File: src/rtl/ram_arbiter.sv
// ram_arbiter -- shares one SRAM controller between a bootloader write port,
// an instruction-fetch read port and a CPU data port.
//
// While boot_done is low only the bootloader is served. Once boot_done is high,
// the bootloader is ignored and IF/MEM are arbitrated. Each transaction goes
// IDLE -> GRANT_x -> DONE -> IDLE. ram_* outputs are registered on the grant
// edge and held until ram_work_done is sampled. The port's ack is then pulsed
// for the single DONE cycle.
//
// Build option: define ARB_ROUND_ROBIN_EN for round-robin between IF and MEM
// on a tie. The default build uses fixed priority, MEM over IF.
//
// Ports:
//   clk, rst            clock, asynchronous active-low reset
//   boot_*              bootloader write port (req/addr/data in, ack out)
//   if_*                instruction fetch read port (req/addr in, data/ack out)
//   mem_*               CPU data port (req/we/addr/wdata in, rdata/ack out)
//   ram_*               SRAM controller handshake (need_to_work/we/addr/wdata out,
//                       rdata/work_done in)
//   busy                high whenever the FSM is not in IDLE
module ram_arbiter (
    input  logic        clk,
    input  logic        rst,
    input  logic        boot_done,
    input  logic        boot_req,
    input  logic [17:0] boot_addr,
    input  logic [15:0] boot_data,
    output logic        boot_ack,
    input  logic        if_req,
    input  logic [17:0] if_addr,
    output logic [15:0] if_data,
    output logic        if_ack,
    input  logic        mem_req,
    input  logic        mem_we,
    input  logic [17:0] mem_addr,
    input  logic [15:0] mem_wdata,
    output logic [15:0] mem_rdata,
    output logic        mem_ack,
    output logic        ram_need_to_work,
    output logic        ram_we,
    output logic [17:0] ram_addr,
    output logic [15:0] ram_wdata,
    input  logic [15:0] ram_rdata,
    input  logic        ram_work_done,
    output logic        busy
);

    typedef enum logic [2:0] {
        IDLE,
        GRANT_BOOT,
        GRANT_IF,
        GRANT_MEM,
        DONE
    } state_t;

    state_t      state_q, state_d;
    logic        ram_need_to_work_q, ram_need_to_work_d;
    logic        ram_we_q, ram_we_d;
    logic [17:0] ram_addr_q, ram_addr_d;
    logic [15:0] ram_wdata_q, ram_wdata_d;
    logic        boot_ack_q, boot_ack_d;
    logic        if_ack_q, if_ack_d;
    logic        mem_ack_q, mem_ack_d;
    logic [15:0] if_data_q, if_data_d;
    logic [15:0] mem_rdata_q, mem_rdata_d;

    // pick_mem only matters in IDLE with at least one of IF/MEM requesting.
    logic pick_mem;

`ifdef ARB_ROUND_ROBIN_EN
    // High when the most recent IF/MEM grant went to IF.
    logic last_if_q, last_if_d;
    assign pick_mem = mem_req && (!if_req || last_if_q);
`else
    assign pick_mem = mem_req;
`endif

    always_comb begin
        // NOTE: every signal assigned here gets a default first, so a path
        // that does not mention it holds the flop value instead of inferring a latch.
        state_d            = state_q;
        ram_need_to_work_d = ram_need_to_work_q;
        ram_we_d           = ram_we_q;
        ram_addr_d         = ram_addr_q;
        ram_wdata_d        = ram_wdata_q;
        boot_ack_d         = 1'b0;
        if_ack_d           = 1'b0;
        mem_ack_d          = 1'b0;
        if_data_d          = if_data_q;
        mem_rdata_d        = mem_rdata_q;
`ifdef ARB_ROUND_ROBIN_EN
        last_if_d          = last_if_q;
`endif

        case (state_q)
            IDLE: begin
                if (!boot_done) begin
                    if (boot_req) begin
                        state_d            = GRANT_BOOT;
                        ram_need_to_work_d = 1'b1;
                        ram_we_d           = 1'b1;
                        ram_addr_d         = boot_addr;
                        ram_wdata_d        = boot_data;
                    end
                end else if (if_req || mem_req) begin
                    ram_need_to_work_d = 1'b1;
                    if (pick_mem) begin
                        state_d     = GRANT_MEM;
                        ram_we_d    = mem_we;
                        ram_addr_d  = mem_addr;
                        ram_wdata_d = mem_wdata;
                    end else begin
                        state_d     = GRANT_IF;
                        ram_we_d    = 1'b0;
                        ram_addr_d  = if_addr;
                        ram_wdata_d = 16'h0000;
                    end
`ifdef ARB_ROUND_ROBIN_EN
                    last_if_d = !pick_mem;
`endif
                end
            end

            GRANT_BOOT, GRANT_IF, GRANT_MEM: begin
                // Requester inputs are not looked at here; the ram_* flops
                // simply hold what was captured on the grant edge.
                if (ram_work_done) begin
                    state_d            = DONE;
                    ram_need_to_work_d = 1'b0;
                    ram_we_d           = 1'b0;
                    case (state_q)
                        GRANT_BOOT: boot_ack_d = 1'b1;
                        GRANT_IF: begin
                            if_ack_d  = 1'b1;
                            if_data_d = ram_rdata;
                        end
                        default: begin
                            mem_ack_d = 1'b1;
                            if (!ram_we_q) begin
                                mem_rdata_d = ram_rdata;
                            end
                        end
                    endcase
                end
            end

            // One-cycle ack slot; requests are ignored so the requester has
            // time to drop req after seeing ack.
            DONE: state_d = IDLE;

            default: state_d = IDLE;
        endcase
    end

    always_ff @(posedge clk or negedge rst) begin
        if (!rst) begin
            state_q            <= IDLE;
            ram_need_to_work_q <= 1'b0;
            ram_we_q           <= 1'b0;
            ram_addr_q         <= 18'h0;
            ram_wdata_q        <= 16'h0;
            boot_ack_q         <= 1'b0;
            if_ack_q           <= 1'b0;
            mem_ack_q          <= 1'b0;
            if_data_q          <= 16'h0;
            mem_rdata_q        <= 16'h0;
`ifdef ARB_ROUND_ROBIN_EN
            last_if_q          <= 1'b1;
`endif
        end else begin
            // NOTE: non-blocking assignments so every flop updates from the
            // pre-edge values, independent of statement order.
            state_q            <= state_d;
            ram_need_to_work_q <= ram_need_to_work_d;
            ram_we_q           <= ram_we_d;
            ram_addr_q         <= ram_addr_d;
            ram_wdata_q        <= ram_wdata_d;
            boot_ack_q         <= boot_ack_d;
            if_ack_q           <= if_ack_d;
            mem_ack_q          <= mem_ack_d;
            if_data_q          <= if_data_d;
            mem_rdata_q        <= mem_rdata_d;
`ifdef ARB_ROUND_ROBIN_EN
            last_if_q          <= last_if_d;
`endif
        end
    end

    assign ram_need_to_work = ram_need_to_work_q;
    assign ram_we           = ram_we_q;
    assign ram_addr         = ram_addr_q;
    assign ram_wdata        = ram_wdata_q;
    assign boot_ack         = boot_ack_q;
    assign if_ack           = if_ack_q;
    assign mem_ack          = mem_ack_q;
    assign if_data          = if_data_q;
    assign mem_rdata        = mem_rdata_q;
    assign busy             = (state_q != IDLE);

endmodule
File: config.mk
export PLATFORM = sky130hd
export DESIGN_NAME = ram_arbiter
export DESIGN_NICKNAME = d
export VERILOG_FILES = /design/src/rtl/ram_arbiter.sv
export SDC_FILE = /design/constraint.sdc
export NUM_CORES = 1
export LEC_CHECK = 0
export ABC_AREA = 1
export BUFFER_PORTS_ARGS = -buffer_cell sky130_fd_sc_hd__buf_2
export CORE_MARGIN = 1.5
export CORE_UTILIZATION = 45
export CTS_CLUSTER_SIZE = 14
export DETAILED_ROUTE_END_ITERATION = 8
export PLACE_DENSITY = 0.81
export SLEW_MARGIN = 20
export SYNTH_ARGS = -nofsm -noshare
export SYNTH_HDL_FRONTEND = slang
export SYNTH_SLANG_ARGS = --single-unit
File: constraint.sdc
create_clock -name clk -period 1.35 [get_ports clk]
set_input_delay 0.135 -clock clk [delete_from_list [all_inputs] [get_ports clk]]
set_output_delay 0.135 -clock clk [all_outputs]
set_load 0.05 [all_outputs]
==> results of run 1 <==
## worst reg2reg max path, stage by stage, from the launching register on
cell and delay (ps):
dfrtp_1 420, nand2_2 80, nor3_2 200, nand2_1 110, buf_12 170, nand2_1 70, o21ai_0 80
## worst max-delay path by stage
stage,start,end,slack [ps],cells past startpoint
2_1_floorplan,state_q[1],ram_we,20,7
3_3_place_gp,state_q[1],ram_wdata[15],20,6
3_5_place_dp,state_q[1],ram_wdata[2],-70,6
4_1_cts,state_q[2],mem_rdata[6],5,6
5_1_grt,state_q[1],busy,-3,3
6_report,state_q[1],busy,50,3
## power groups by stage
stage,registers (mW),logic [mW],clock network [mW]
2_1_floorplan,6.97,1.71,0
3_3_place_gp,3.72,6.45,0
3_5_place_dp,3.74,6.58,0
4_1_cts,3.72,6.66,2.25
5_1_grt,3.85,7.25,2.36
6_report,3.73,6.75,2.20
## cell usage in the layout, fill, tap and decap left out
cell type      synthesis  final
clkinv_2               0      1
nand2_2                0      1
clkinv_4               0      1
or2_1                  1      1
nand4_1                1      1
nor2_4                 0      1
buf_6                  3      2
nand3_1               18     18
nor2_1                 4      3
clkbuf_8               0      9
inv_6                  0      1
buf_4                  1     12
nand2_4                0      1
bufinv_16              0      4
inv_2                  2      2
buf_12                 0      3
inv_1                 24     23
nor3_2                 1      1
clkinv_1               1      1
dfrtp_1               74     74
clkinvlp_4             0      1
nor2_2                 2      2
o21ai_1                0      7
o21ai_0               33     26
nand2_1              259    257
buf_2                  9    179
nor3_1                 1      1
dlygate4sd3_1          0      1
## logic make-up (layout without fill, tap and decap cells)
logic type	count (synthesis)	count (layout)	synth area share (%)
AOI/OAI and AO/OA	33	33	4.93
buffers and inverters	47	240	6.39
DFF	74	74	55.3
and+or+nand+nor	287	287	33.4
## final cells by class
type                    instances  share of cell area (%)
repair buffers                197                    22.8
well taps                      99                    2.62
clock buffers                   9                    2.62
clock inverters                 7                    2.99
flip-flops and latches         74                    39.2
multi-input cells             320                    27.5
inverters                      27                    2.25
## layer usage
layer	wire [um]	global-route usage, %	part of all wire, %	up-vias
met2	4230	38.3	48	145
li1	-	-	-	1722
met4	153	9.93	1.8	0
met3	628	4.99	7.2	16
met5	0	0	0	-
met1	3710	25.7	43	1546
## registers in the layout, summed over array words and instances, names as in the netlist
name	flops
boot_ack	1
if_ack	1
if_data	16
mem_ack	1
mem_rdata	16
ram_addr	18
ram_need_to_work	1
ram_wdata	16
ram_we	1
state_q	3
## repair_timing
action / CTS / global route
resized for setup: 4 / 14
pin swaps: 1 / 3
setup endpoints to repair: 37 / 33
hold buffers: 1 / 0
endpoints found under the hold margin: 26 / 0
setup buffers: 1 / 2
==> out/qor.yml, run 1 <==
drt_iter0_markers: 136
fin_total_pwr_mw: 12.7
finalCritPeriodShare_pct: 96.4
crit_buf_inv: 1
cts_sinks: 74
cts_root_buf: "clkbuf_8"
fp.dieW_um: 89.3
nets: 739
p_seq_share_pct: 29.4
synth_area_um2: 3350
drt-total-wl_um: 8720
final-seq-area_um2: 1850
numCtsBuffers: 9
pwr-share-clk_pct: 17.4
vias_per_cell: 4.68
status: "complete, no violations"
critPathKind: "reg2out"
cap_violations: 0
htree_levels: 3
ant_nets: 0
hp-class: "in2reg"
synth.largest_area_cell: "dfrtp_1"
critPathRequiredTime_ps: 1220
ctsLongestPathBuffers: 2
cp_slowest_cell: "dfrtp_1"
yosysSeqAreaShare_pct: 55.3
slew_violations: 0
r2r_setup_slack_ps: 80
instances_no_fill: 733
sw_frac_of_total_pct: 51.3
ys_dominant_reg_cell: "dfrtp_1"
io_buffers: 181
dpl.cell_count: 713
slowest_delay_ps: 430
multiInputGateArea_um2: 1300
insertion_delay_ps: 340
stdcell_area_um2: 4730
hpwlAfterDp_um: 6630
syn_area_per_cell_um2: 7.59
synth_nets: 551
core-area_um2: 7210
cp_top_family: "flip-flops"
ioPinCount: 182
fin_skew_ps: 9.31
p_switching_mw: 6.51
dpl_cell_area_um2: 4390
hold_ws_ps: 52.7
p_int_mw: 6.18
tightest_slew_ps: 356
synthTopCellsByArea: "dfrtp_1 55%, nand2_1 29%, o21ai_0 4.9%, nand3_1 2.7%, inv_1 2.7%"
timing.final.crit_period_ps: 1300
synth-edff-count: 0
r2r_end: "mem_rdata[12]"
fp-row-count: 31
yosys.area.top_type_share_pct: 55.3
peakVddDrop_v: 0.00118
cp-start-kind: "register"
rsz0062_at_grt: "true"
hold_viol_final: 0
drive_gt1_share_pct: 34.9
ys_warn_count: 0
die_h_um: 89.3
power_frac_comb_pct: 53.2
dr.pass1.iters: 6
tns_ps: 0
gp_congestion: 0.847
setup_slack_ps: 48.6
drc: 0
fill_cells: 642
clk_pin_slew_ps: 80
vias: 3429
antenna_found_initial: 0
yosysMostFrequentCell: "nand2_1"
synthArstFlopShare_pct: 100
power_density_nw_per_um2: 2690
wire_per_inst_um: 11.9
hold_end: "if_data[8]"
synth.distinct_cells: 17
die_area_um2: 7970
ys_ff_latch: 74
grt_pass1_vias: 3104
p_leak_nw: 2.85
setup_viol: 0
crit_chain: "nor2_2 > nand2_4 > buf_6"
start_util_pct: 46.4
synthTopCellsByCount: "259 x nand2_1, 74 x dfrtp_1, 33 x o21ai_0, 24 x inv_1, 18 x nand3_1"
grt_util_all_layers_pct: 21.9
grt_overflow: 0
grt_pass1_wl_um: 13300
endpoint_kind: "output port"
max_freq_mhz: 768
reg2reg_depth: 6
cts_tree: "built"
r2r-start: "state_q[1]"
grt_max_degree: 35
synthCells: 441
antenna_cells: 0
pre_cts_ws_ps: -67.6
path_max_fanout: 4
worstHoldStart: "ram_rdata[8]"
fin_util_pct: 65.5
slew_headroom_pct: 76.3
syn_to_final_growth_pct: 41.1
cp.arrival_ps: 1170
hold_depth: 3
Power figures use the tool's default switching activity.
==> run 2, diff against run 1 <==
--- a/config.mk
+++ b/config.mk
@@ -16,3 +16,4 @@
 export SYNTH_ARGS = -nofsm -noshare
 export SYNTH_HDL_FRONTEND = slang
 export SYNTH_SLANG_ARGS = --single-unit
+export TNS_END_PERCENT = 100
==> constraint.sdc (replaced) <==
create_clock -name clk -period 1.2 [get_ports clk]
set_input_delay 0.12 -clock clk [delete_from_list [all_inputs] [get_ports clk]]
set_output_delay 0.12 -clock clk [all_outputs]
set_load 0.05 [all_outputs]
==> run 2 against run 1 <==
Net effect:
- the run now ends with setup timing left
- clock-buffer cell count is 1 higher
- hold slack worse by 35 ps
- wire length is 19% higher
- global-route usage is 0.44 points lower
- clock power is 2% lower
- clock skew hardly changed
- flip-flop and latch count stayed put
- non-clock buffer count is 14 higher
- total power is 27% higher
- first-iteration DRC count is 43% lower
- sequential power is 18% higher
- critical path depth is 1 higher
- largest cell class unchanged
==> out/qor.yml, run 2 (synthesis gave the netlist of run 1 again) <==
tightest_slew_ps: 395  # +38.8 ps
syn_to_final_growth_pct: 62.5
cp_top_family: "flip-flops"
nets: 753  # +1.9%
grt_pass1_wl_um: 13100  # -1.4%
p_leak_nw: 3.20  # +12%
max_freq_mhz: 732
fp.dieW_um: 89.3  # unchanged
path_max_fanout: 2  # -2
dpl.cell_count: 715  # +0.28%
htree_levels: 3  # unchanged
slew_violations: 0  # unchanged
power_density_nw_per_um2: 2950  # +9.9%
timing.final.crit_period_ps: 1370
critPathRequiredTime_ps: 1080  # -140 ps
ioPinCount: 182  # unchanged
insertion_delay_ps: 340  # about the same
slowest_delay_ps: 410  # -20 ps
pre_cts_ws_ps: -142  # -74.8 ps
crit_buf_inv: 2  # +1
antenna_found_initial: 0  # unchanged
dr.pass1.iters: 4  # -2
drt-total-wl_um: 10400  # +19%
cts_sinks: 74  # unchanged
fin_skew_ps: 8.95  # -0.362 ps
gp_congestion: 0.785  # -7.4%
setup_slack_ps: -167  # -216 ps
ant_nets: 0  # unchanged
antenna_cells: 0  # unchanged
hp-class: "in2reg"
finalCritPeriodShare_pct: 114
vias: 3604  # +5.1%
peakVddDrop_v: 0.00165  # +40%
fin_total_pwr_mw: 16.1  # +27%
fill_cells: 518  # -19%
cp.arrival_ps: 1250  # +80 ps
setup_viol: 69  # +69
rsz0062_at_grt: "true"
final-seq-area_um2: 1850  # about the same
violations: "setup timing"
drt_iter0_markers: 78  # -43%
hpwlAfterDp_um: 6330  # -4.6%
mostFrequentLayoutCell: "buf_2"
hold_viol_final: 0  # unchanged
numCtsBuffers: 9  # unchanged
drive_gt1_share_pct: 51.2  # +16 points
grt_util_all_layers_pct: 21.5  # -0.44 points
drc: 0  # unchanged
fp-row-count: 31  # unchanged
io_buffers: 181  # unchanged
ctsLongestPathBuffers: 2  # unchanged
critPathKind: "reg2out"
multiInputGateArea_um2: 1710  # +31%
cap_violations: 0  # unchanged
clk_pin_slew_ps: 80  # about the same
status: "finished, violations left"
cp-start-kind: "register"
grt_max_degree: 75  # +110%
endpoint_kind: "output port"
vias_per_cell: 4.82  # +3.1%
tns_ps: -4500  # -4500 ps
core-area_um2: 7210  # unchanged
cp_slowest_cell: "dfrtp_1"
instances_no_fill: 747  # +1.9%
cts_root_buf: "clkbuf_8"
die_area_um2: 7970  # unchanged
wire_per_inst_um: 13.9  # +17%
grt_pass1_vias: 3072  # -1.0%
cts_tree: "built"
grt_overflow: 0  # unchanged
slew_headroom_pct: 73.7  # -2.6 points
final_cell_mix: "179 x buf_2, 177 x nand2_1, 73 x dfrtp_1"
start_util_pct: 46.4  # unchanged
largest_register_ffs: 18  # unchanged
crit_chain: "nor2_2 > nand2_4 > buf_6 > buf_8"
die_h_um: 89.3  # unchanged
## run 2: cell types whose count changed in the layout (fill, tap and decap cells not counted), moves of 5 or more
| cell | previous run | this run |
|---|---|---|
| nand2_2 | 1 | 52 |
| clkbuf_16 | 0 | 7 |
| o21ai_2 | 0 | 15 |
| o21ai_0 | 26 | 2 |
| o21ai_1 | 7 | 16 |
| nand2_4 | 1 | 30 |
| buf_4 | 12 | 7 |
| nand2_1 | 257 | 177 |
## run 2: worst paths after layout
path,cells after the start,slack [ps],from,end
min,2,20,ram_work_done,state_q[0]
max reg2reg,7,-160,state_q[1],mem_rdata[1]
max in group asynchronous,3,530,rst,ram_we
min reg2reg,2,480,ram_addr[6],ram_addr[6]
max,4,-170,state_q[1],busy
min in group asynchronous,3,320,rst,if_data[12]
## run 2: report_power, final
part | internal, mW | total, mW | switching, mW
Combinational | 2.85 | 9.51 | 6.66
Clock | 1.24 | 2.16 | 0.928
Sequential | 3.60 | 4.39 | 0.786
## run 2: through the flow
| step | area [um2] | hold WS [ps] | utilization, % |
|---|---|---|---|
| after floorplan | 3390 | -176 | - |
| after global placement | 4480 | 156 | 62.1 |
| after detailed placement | 4480 | 164 | 62.1 |
| after CTS | 4790 | 13.8 | 66.5 |
| after global routing | 5440 | 27.2 | 75.4 |
| final | 5440 | 18.0 | 75.4 |
## run 2: layout make-up
type	count	area share [%]
multi-input combinational	320	31.4
sequential	74	34.1
clock inverter	6	1.61
clock buffer	10	2.53
inverter	27	2.16
tap	99	2.28
timing repair buffer	211	26.0
## run 2: metal layers
metal  track usage, %  part of all wire (%)
met1             25.3                    39
met2             38.6                    52
met3             4.16                   6.5
met4             8.11                   2.5
met5                0                     0
## run 2: what timing repair did
item	4_1_cts	5_1_grt
pin swaps	3	33
endpoints found under the setup margin	53	70
hold buffers	1	0
gates resized for setup	13	163
gates cloned	1	8
buffers inserted	4	2
endpoints found under the hold margin	74	0
